File: src/rtl/rll_key_sequencer.sv
// Serial key loader and vector sequencer for a logic-locked circuit: shifts in the key,
// applies vectors, waits a fixed settle time and hands back the captured response.
module rll_key_sequencer #(
    parameter int unsigned KEY_W  = 32,
    parameter int unsigned VEC_W  = 32,
    parameter int unsigned SETTLE = 2
) (
    input  logic             clk,
    input  logic             rst,
    input  logic             load_start,
    input  logic             key_bit,
    input  logic             key_bit_valid,
    output logic             key_bit_ready,
    output logic             key_loaded,
    input  logic [VEC_W-1:0] vec_data,
    input  logic             vec_valid,
    output logic             vec_ready,
    output logic [VEC_W-1:0] circ_in,
    output logic [KEY_W-1:0] circ_key,
    input  logic [VEC_W-1:0] circ_out,
    output logic [VEC_W-1:0] res_data,
    output logic             res_valid,
    input  logic             res_ready,
    output logic [15:0]      vec_count
);

    localparam int unsigned      CNT_W     = $clog2(KEY_W + 1);
    localparam logic [CNT_W-1:0] LAST_BIT  = CNT_W'(KEY_W - 1);
    localparam logic [3:0]       SETTLE_M1 = 4'(SETTLE - 1);

    typedef enum logic [2:0] {
        S_IDLE,
        S_LOAD,
        S_READY,
        S_SETTLE,
        S_RESP
    } state_t;

    state_t             state_q;
    logic [KEY_W-1:0]   key_sr_q;
    logic [CNT_W-1:0]   bit_cnt_q;
    logic [3:0]         settle_cnt_q;
    logic               key_loaded_q;
    logic               kbr_q;
    logic               rdy_q;
    logic [VEC_W-1:0]   circ_in_q;
    logic [VEC_W-1:0]   res_data_q;
    logic               res_valid_q;
    logic [15:0]        vec_count_q;

    logic               restart;

    // A load request is honoured only where a key may be (re)loaded; it outranks key bits and vectors.
    assign restart = load_start && (state_q inside {S_IDLE, S_LOAD, S_READY});

    always_ff @(posedge clk) begin
        if (rst) begin
            state_q      <= S_IDLE;
            key_sr_q     <= '0;
            bit_cnt_q    <= '0;
            settle_cnt_q <= '0;
            key_loaded_q <= 1'b0;
            kbr_q        <= 1'b0;
            rdy_q        <= 1'b0;
            circ_in_q    <= '0;
            res_data_q   <= '0;
            res_valid_q  <= 1'b0;
            vec_count_q  <= '0;
        end else if (restart) begin
            key_sr_q     <= '0;
            bit_cnt_q    <= '0;
            key_loaded_q <= 1'b0;
            kbr_q        <= 1'b1;
            rdy_q        <= 1'b0;
            state_q      <= S_LOAD;
        end else begin
            case (state_q)
                S_IDLE: ;
                S_LOAD: begin
                    if (key_bit_valid) begin
                        key_sr_q  <= {key_sr_q[KEY_W-2:0], key_bit};
                        bit_cnt_q <= bit_cnt_q + 1'b1;
                        if (bit_cnt_q == LAST_BIT) begin
                            key_loaded_q <= 1'b1;
                            kbr_q        <= 1'b0;
                            rdy_q        <= 1'b1;
                            state_q      <= S_READY;
                        end
                    end
                end
                S_READY: begin
                    if (vec_valid) begin
                        circ_in_q    <= vec_data;
                        settle_cnt_q <= SETTLE_M1;
                        rdy_q        <= 1'b0;
                        state_q      <= S_SETTLE;
                    end
                end
                S_SETTLE: begin
                    if (settle_cnt_q == 4'd0) begin
                        res_data_q  <= circ_out;
                        res_valid_q <= 1'b1;
                        state_q     <= S_RESP;
                    end else begin
                        settle_cnt_q <= settle_cnt_q - 4'd1;
                    end
                end
                S_RESP: begin
                    if (res_ready) begin
                        res_valid_q <= 1'b0;
                        vec_count_q <= vec_count_q + 16'd1;
                        rdy_q       <= 1'b1;
                        state_q     <= S_READY;
                    end
                end
                default: state_q <= S_IDLE;
            endcase
        end
    end

    assign key_bit_ready = kbr_q;
    assign key_loaded    = key_loaded_q;
    assign vec_ready     = rdy_q & ~load_start;
    assign circ_in       = circ_in_q;
    assign circ_key      = key_loaded_q ? key_sr_q : '0;
    assign res_data      = res_data_q;
    assign res_valid     = res_valid_q;
    assign vec_count     = vec_count_q;

endmodule

File: config.mk
export PLATFORM = sky130hd
export DESIGN_NAME = rll_key_sequencer
export DESIGN_NICKNAME = d
export VERILOG_FILES = /design/src/rtl/rll_key_sequencer.sv
export SDC_FILE = /design/constraint.sdc
export NUM_CORES = 1
export LEC_CHECK = 0
export CORE_ASPECT_RATIO = 1.25
export CORE_MARGIN = 2
export CORE_UTILIZATION = 44
export CTS_BUF_LIST = sky130_fd_sc_hd__clkbuf_16
export DETAILED_ROUTE_END_ITERATION = 6
export PLACE_DENSITY = 0.79
export RECOVER_POWER = 100
export SYNTH_ARGS = -nofsm -noshare
export SYNTH_HDL_FRONTEND = slang
export SYNTH_SLANG_ARGS = --single-unit
File: constraint.sdc
create_clock -name clk -period 2.13 [get_ports clk]
set_input_delay 0.426 -clock clk [delete_from_list [all_inputs] [get_ports clk]]
set_output_delay 0.426 -clock clk [all_outputs]
set_load 0.01 [all_outputs]
=== Word-level counts from Yosys, hierarchy flattened ===
Cells that the tools add are included.
W data, S select, Z words.

* Flip-flop bits (word level): 129
* Input port bits: 71
* Output and inout bits: 116
* Word-level logic and storage cells: 81

* Add/subtract/negate cells: 3
* Equality and inequality tests: 17
* Muxes and demuxes: 23
* Bitwise logic cells: 4
* Reductions and logical operators: 22

{| class="wikitable"
|+ Operators with widths
! cell !! count
|-
| $mux W32 || 1
|-
| $add A16 B1 Y16 const B || 1
|-
| $mux W3 || 5
|-
| $pmux W3 S5 || 1
|-
| $reduce_and A3 Y1 || 5
|-
| $ne A2 B2 Y1 const B || 6
|-
| $ne A3 B3 Y1 const B || 4
|-
| $reduce_and A6 Y1 || 2
|-
| $mux W1 || 11
|-
| $reduce_bool A2 Y1 || 5
|-
| $mux W4 || 2
|-
| $pmux W4 S2 || 1
|-
| $reduce_and A4 Y1 || 2
|-
| $add A6 B1 Y6 const B || 1
|-
| $eq A3 B2 Y1 const B || 2
|-
| $eq A6 B5 Y1 const B || 1
|-
| $reduce_bool A3 Y1 || 2
|-
| $reduce_and A5 Y1 || 1
|-
| $logic_not A4 Y1 || 1
|-
| $sub A4 B1 Y4 const B || 1
|-
| $eq A3 B1 Y1 const B || 1
|-
| $eq A3 B3 Y1 const B || 1
|-
| $logic_not A3 Y1 || 1
|-
| $ne A3 B2 Y1 const B || 1
|-
| 8 further kinds || 10
|}

=== Longest topological paths before layout ===
* Depth after elaboration: 5
* Depth in mapped cells: 8
* Mapped depth without buffers: 6

=== Least setup slack after synthesis ===
No wires, ideal clock.

* Path type: register to register
* From: register settle_cnt_q[0]
* To: register res_data_q[18] (netlist: res_data[18])
* Library setup time: 132 ps
* Arrival: 1585 ps
* Data required time: 1998 ps
* Slack: 412 ps
* Cell stages (with the launch flop): 8
* Buffers on the path: 1
* Period minus slack after synthesis: 1718 ps
* Cell sequence: dfxtp_1 > inv_1 > ha_1 > nor3b_1 > nand3_1 > clkbuf_1 > nand2_1 > a21oi_1

* Longest elaborated chain between the ends: 2

{| class="wikitable"
|+ RTL lines
! what !! RTL line !! source
|-
| start, declared || 42 || <nowiki>logic [3:0] settle_cnt_q;</nowiki>
|-
| start signal, assigned || 105 || <nowiki>settle_cnt_q <= settle_cnt_q - 4'd1;</nowiki>
|-
| $logic_not A4 Y1 || 100 || <nowiki>if (settle_cnt_q == 4'd0) begin</nowiki>
|-
| $reduce_and A3 Y1 (no source line) || n/a ||
|-
| end signal, assigned || 101 || <nowiki>res_data_q <= circ_out;</nowiki>
|-
| end, declared || 47 || <nowiki>logic [VEC_W-1:0] res_data_q;</nowiki>
|}

Every way passes these cells.
A chain may end at the register's enable or synchronous reset.

=== Final worst setup path ===
* From: register key_loaded_q (netlist: key_loaded)
* To: output port circ_key[16]

* Longest elaborated chain between the ends: 1

{| class="wikitable"
|+ RTL lines
! what !! RTL line !! source
|-
| start, declared || 43 || <nowiki>logic key_loaded_q;</nowiki>
|-
| start signal, assigned || 62 || <nowiki>key_loaded_q <= 1'b0;</nowiki>
|-
| start signal, assigned || 72 || <nowiki>key_loaded_q <= 1'b0;</nowiki>
|-
| start signal, assigned || 84 || <nowiki>key_loaded_q <= 1'b1;</nowiki>
|-
| $mux W32 || 125 || <nowiki>assign circ_key = key_loaded_q ? key_sr_q : '0;</nowiki>
|-
| end, declared || 19 || <nowiki>output logic [KEY_W-1:0] circ_key,</nowiki>
|}

Every way passes these cells.

==> run summary <==
Flop pwr share - 45.1%
Synth Register Bits - 129
pre-CTS setup slack - -0.0671 ns
drt pass-1 iters - 4
initial DRC count - 226
Async SR Flop Fraction - 0%
Metal-1 WL - 5940 um
Synth Instances - 640
final worst setup slack - 0.0577 ns
GRT overflow - 0
Post-Syn Area - 5070 um2
Post-synth EDFFs - 0
Met3 Routed Length - 1090 um
most area-consuming cells after synthesis - dfxtp_1 (51%), nand2_1 (15%), a21oi_1 (11%), and2_1 (3.9%), xnor2_1 (1.9%)
average wire per standard cell - 14.4 um
internal power - 4250 uW
routed vias/inst - 5.13
final net count - 897
Finished Layout Cells - 970
via count - 4976
outcome - completed
die height - 124 um
area grow syn2layout - 51.3%
hold endpoint - state_q[0]
Top Metal Used - met4
switching share of total power - 20.8%
Post-Route Setup TNS - 0 ns
Clock power frac - 50.1%
clk_skew - 0.00823 ns
Synth warnings - 0
HP Start - rst
FF-to-FF End - res_data[11]
r2r setup slk - 0.24 ns
Reg clk slew, reported paths - 0.05 ns
CTS hold repair buffers - 0
commonest cells after routing, fill and taps aside - nand2_1 (206), dfxtp_1 (128), a21oi_1 (111), clkdlybuf4s50_1 (98), dlygate4sd3_1 (84)
largest net degree at the start of global routing - 86
# DRC - 0
Max Clk Rate - 0.483 GHz
vias in the first global route - 4675
Crit Path Category - flip-flop to primary output
clock latency on the worst-skew pair - 0.41 ns
initial antenna violation count - 0
Main synth FF type - dfxtp_1
sequential area share after synthesis - 50.9%
Comb power frac - 4.8%
R2R depth - 8
total power - 5370 uW
Hold WS - 0.422 ns
number of placed I/O pins - 187
CP required - 1.70 ns
GP Congestion - 0.835
largest area contributor in the netlist - dfxtp_1
CP Capture Type - primary output
maximum clock insertion buffer count - 2
Total Wirelength - 14000 um
Initial Util - 45.3%
Critical Path AT - 1.65 ns
crit path max fanout - 17
Worst Tran Pin Value - 0.627 ns
DPL Wire Length - 9660 um
Tightest Hold Check Type - input pin to flip-flop
clock buffers created by TritonCTS - 17
Syn Nets - 715
Tmin final - 2.07 ns
htree depth - 4
Final Cycle Share - 97.3%
dpl cells - 937
hold path depth - 3
global-route wire length before repair - 21900 um
Final setup viols - 0
# rows - 43
power per cell area - 699 nW/um2
Switch Pwr - 1120 uW
leak pwr - 0.00285 uW
peak supply drop - 0.000650 V
clk sinks - 129
met2 WL - 6850 um
reg2reg start - settle_cnt_q[0]
CTS tree - built
Routed Antenna Nets - 0
clk root buf - clkbuf_16
unrepaired setup endpoints after global routing - false
All-Layer GR Usage - 21.7%
core area - 11200 um2
Fin. Hold Viols - 0
total of max-cap violations - 0
Slew Limit Fails - 0
Port Buffer Count - 186
n_diodes - 0
DIE AREA - 12400 um2
share of layout cells above drive strength 1 - 5.99%
Yosys cell types - 42
Startpoint Class - flip-flop
Fillers - 907
die width - 100 um
Worst slew margin - 58.2%
commonest non-fill, non-tap cell in the layout - nand2_1
Post-CTS Setup Bufs - 0
Synth top area share - 50.9%
Mapped Avg Cell Area - 7.93 um2
[metrics by stage]
stage	instance area [um2]	util, %
floorplan	5070	-
global placement	7140	63.8
detailed placement	7140	63.8
CTS	7700	68.8
global route	7680	68.6
finish	7680	68.6
[final cells by class]
class | count | area, um2 | share of cell area, %
sequential | 129 | 2580 | 33.6
multi-input combinational | 462 | 2290 | 29.8
timing repair buffer | 205 | 2060 | 26.8
clock buffer | 17 | 425 | 5.54
tap | 135 | 169 | 2.20
clock inverter | 15 | 128 | 1.66
inverter | 7 | 26.3 | 0.342
[cells in the mapped netlist (all sizes together), types with 2 or more instances]
cell type	count
a21boi	2
xor2	4
nand3	7
o21ai	9
nand4	6
buf	19
clkbuf	23
inv	7
and4bb	2
and2	32
a21oi	111
nand4bb	2
nand2b	2
nor3	6
dfxtp	129
nand2	206
nor2b	3
nor2	24
or4	2
or3	9
xnor2	11
ha	4
nor4	5
[flip-flops by register name (all words and copies together) (netlist names)]
register and flops:
key_loaded 1, res_data 32, bit_cnt_q 6, key_sr_q 32, rdy_q 1, state_q 3, circ_in 32, res_valid 1
vec_count 16, settle_cnt_q 4, key_bit_ready 1
[worst max-delay path, stage by stage (launching register included)]
cell and delay, ns:
dfxtp_2 0.39, clkbuf_16 0.18, and2_1 0.14, clkdlybuf4s50_1 0.53
[cell families after synthesis]
| kind of cell | share of synthesized area [%] |
|---|---|
| and+or+nand+nor | 28.0 |
| AOI/OAI and AO/OA | 13.4 |
| buffers and inverters | 4.19 |
| adders and majority gates | 0.986 |
| DFF | 50.9 |
| xor gates and xnor gates | 2.59 |
[layer usage]
metal	GRT usage, %	up-vias
met1	25.6	2307
met3	7.07	12
met2	37.7	174
met4	6.76	0
met5	0	-
li1	-	2483
[worst max path at each step]
stage | startpoint | to | slack (ns) | cells after the start
5_1_grt | key_loaded | circ_key[29] | 0.004 | 3
3_5_place_dp | res_ready | vec_count[15] | -0.07 | 5
6_report | key_loaded | circ_key[16] | 0.06 | 3
3_3_place_gp | res_ready | vec_count[15] | -0.03 | 5
2_1_floorplan | settle_cnt_q[0] | res_data[18] | 0.41 | 7
4_1_cts | key_loaded | circ_key[13] | 0.03 | 3
[power by group through the flow]
stage / clock, uW / combinational (uW) / sequential [uW]
after floorplan: 0 / 78.9 / 2470
after global placement: 0 / 255 / 2470
after detailed placement: 0 / 256 / 2470
after CTS: 2750 / 259 / 2420
after global routing: 2840 / 272 / 2420
final: 2690 / 255 / 2420
[repair_timing]
| action | CTS | global route |
|---|---|---|
| setup endpoints to repair | 32 | 32 |
| gates cloned | 0 | 1 |
| resized for setup | 1 | 6 |
| endpoints found under the hold margin | 0 | 0 |
(Power assumes the default switching activity.)
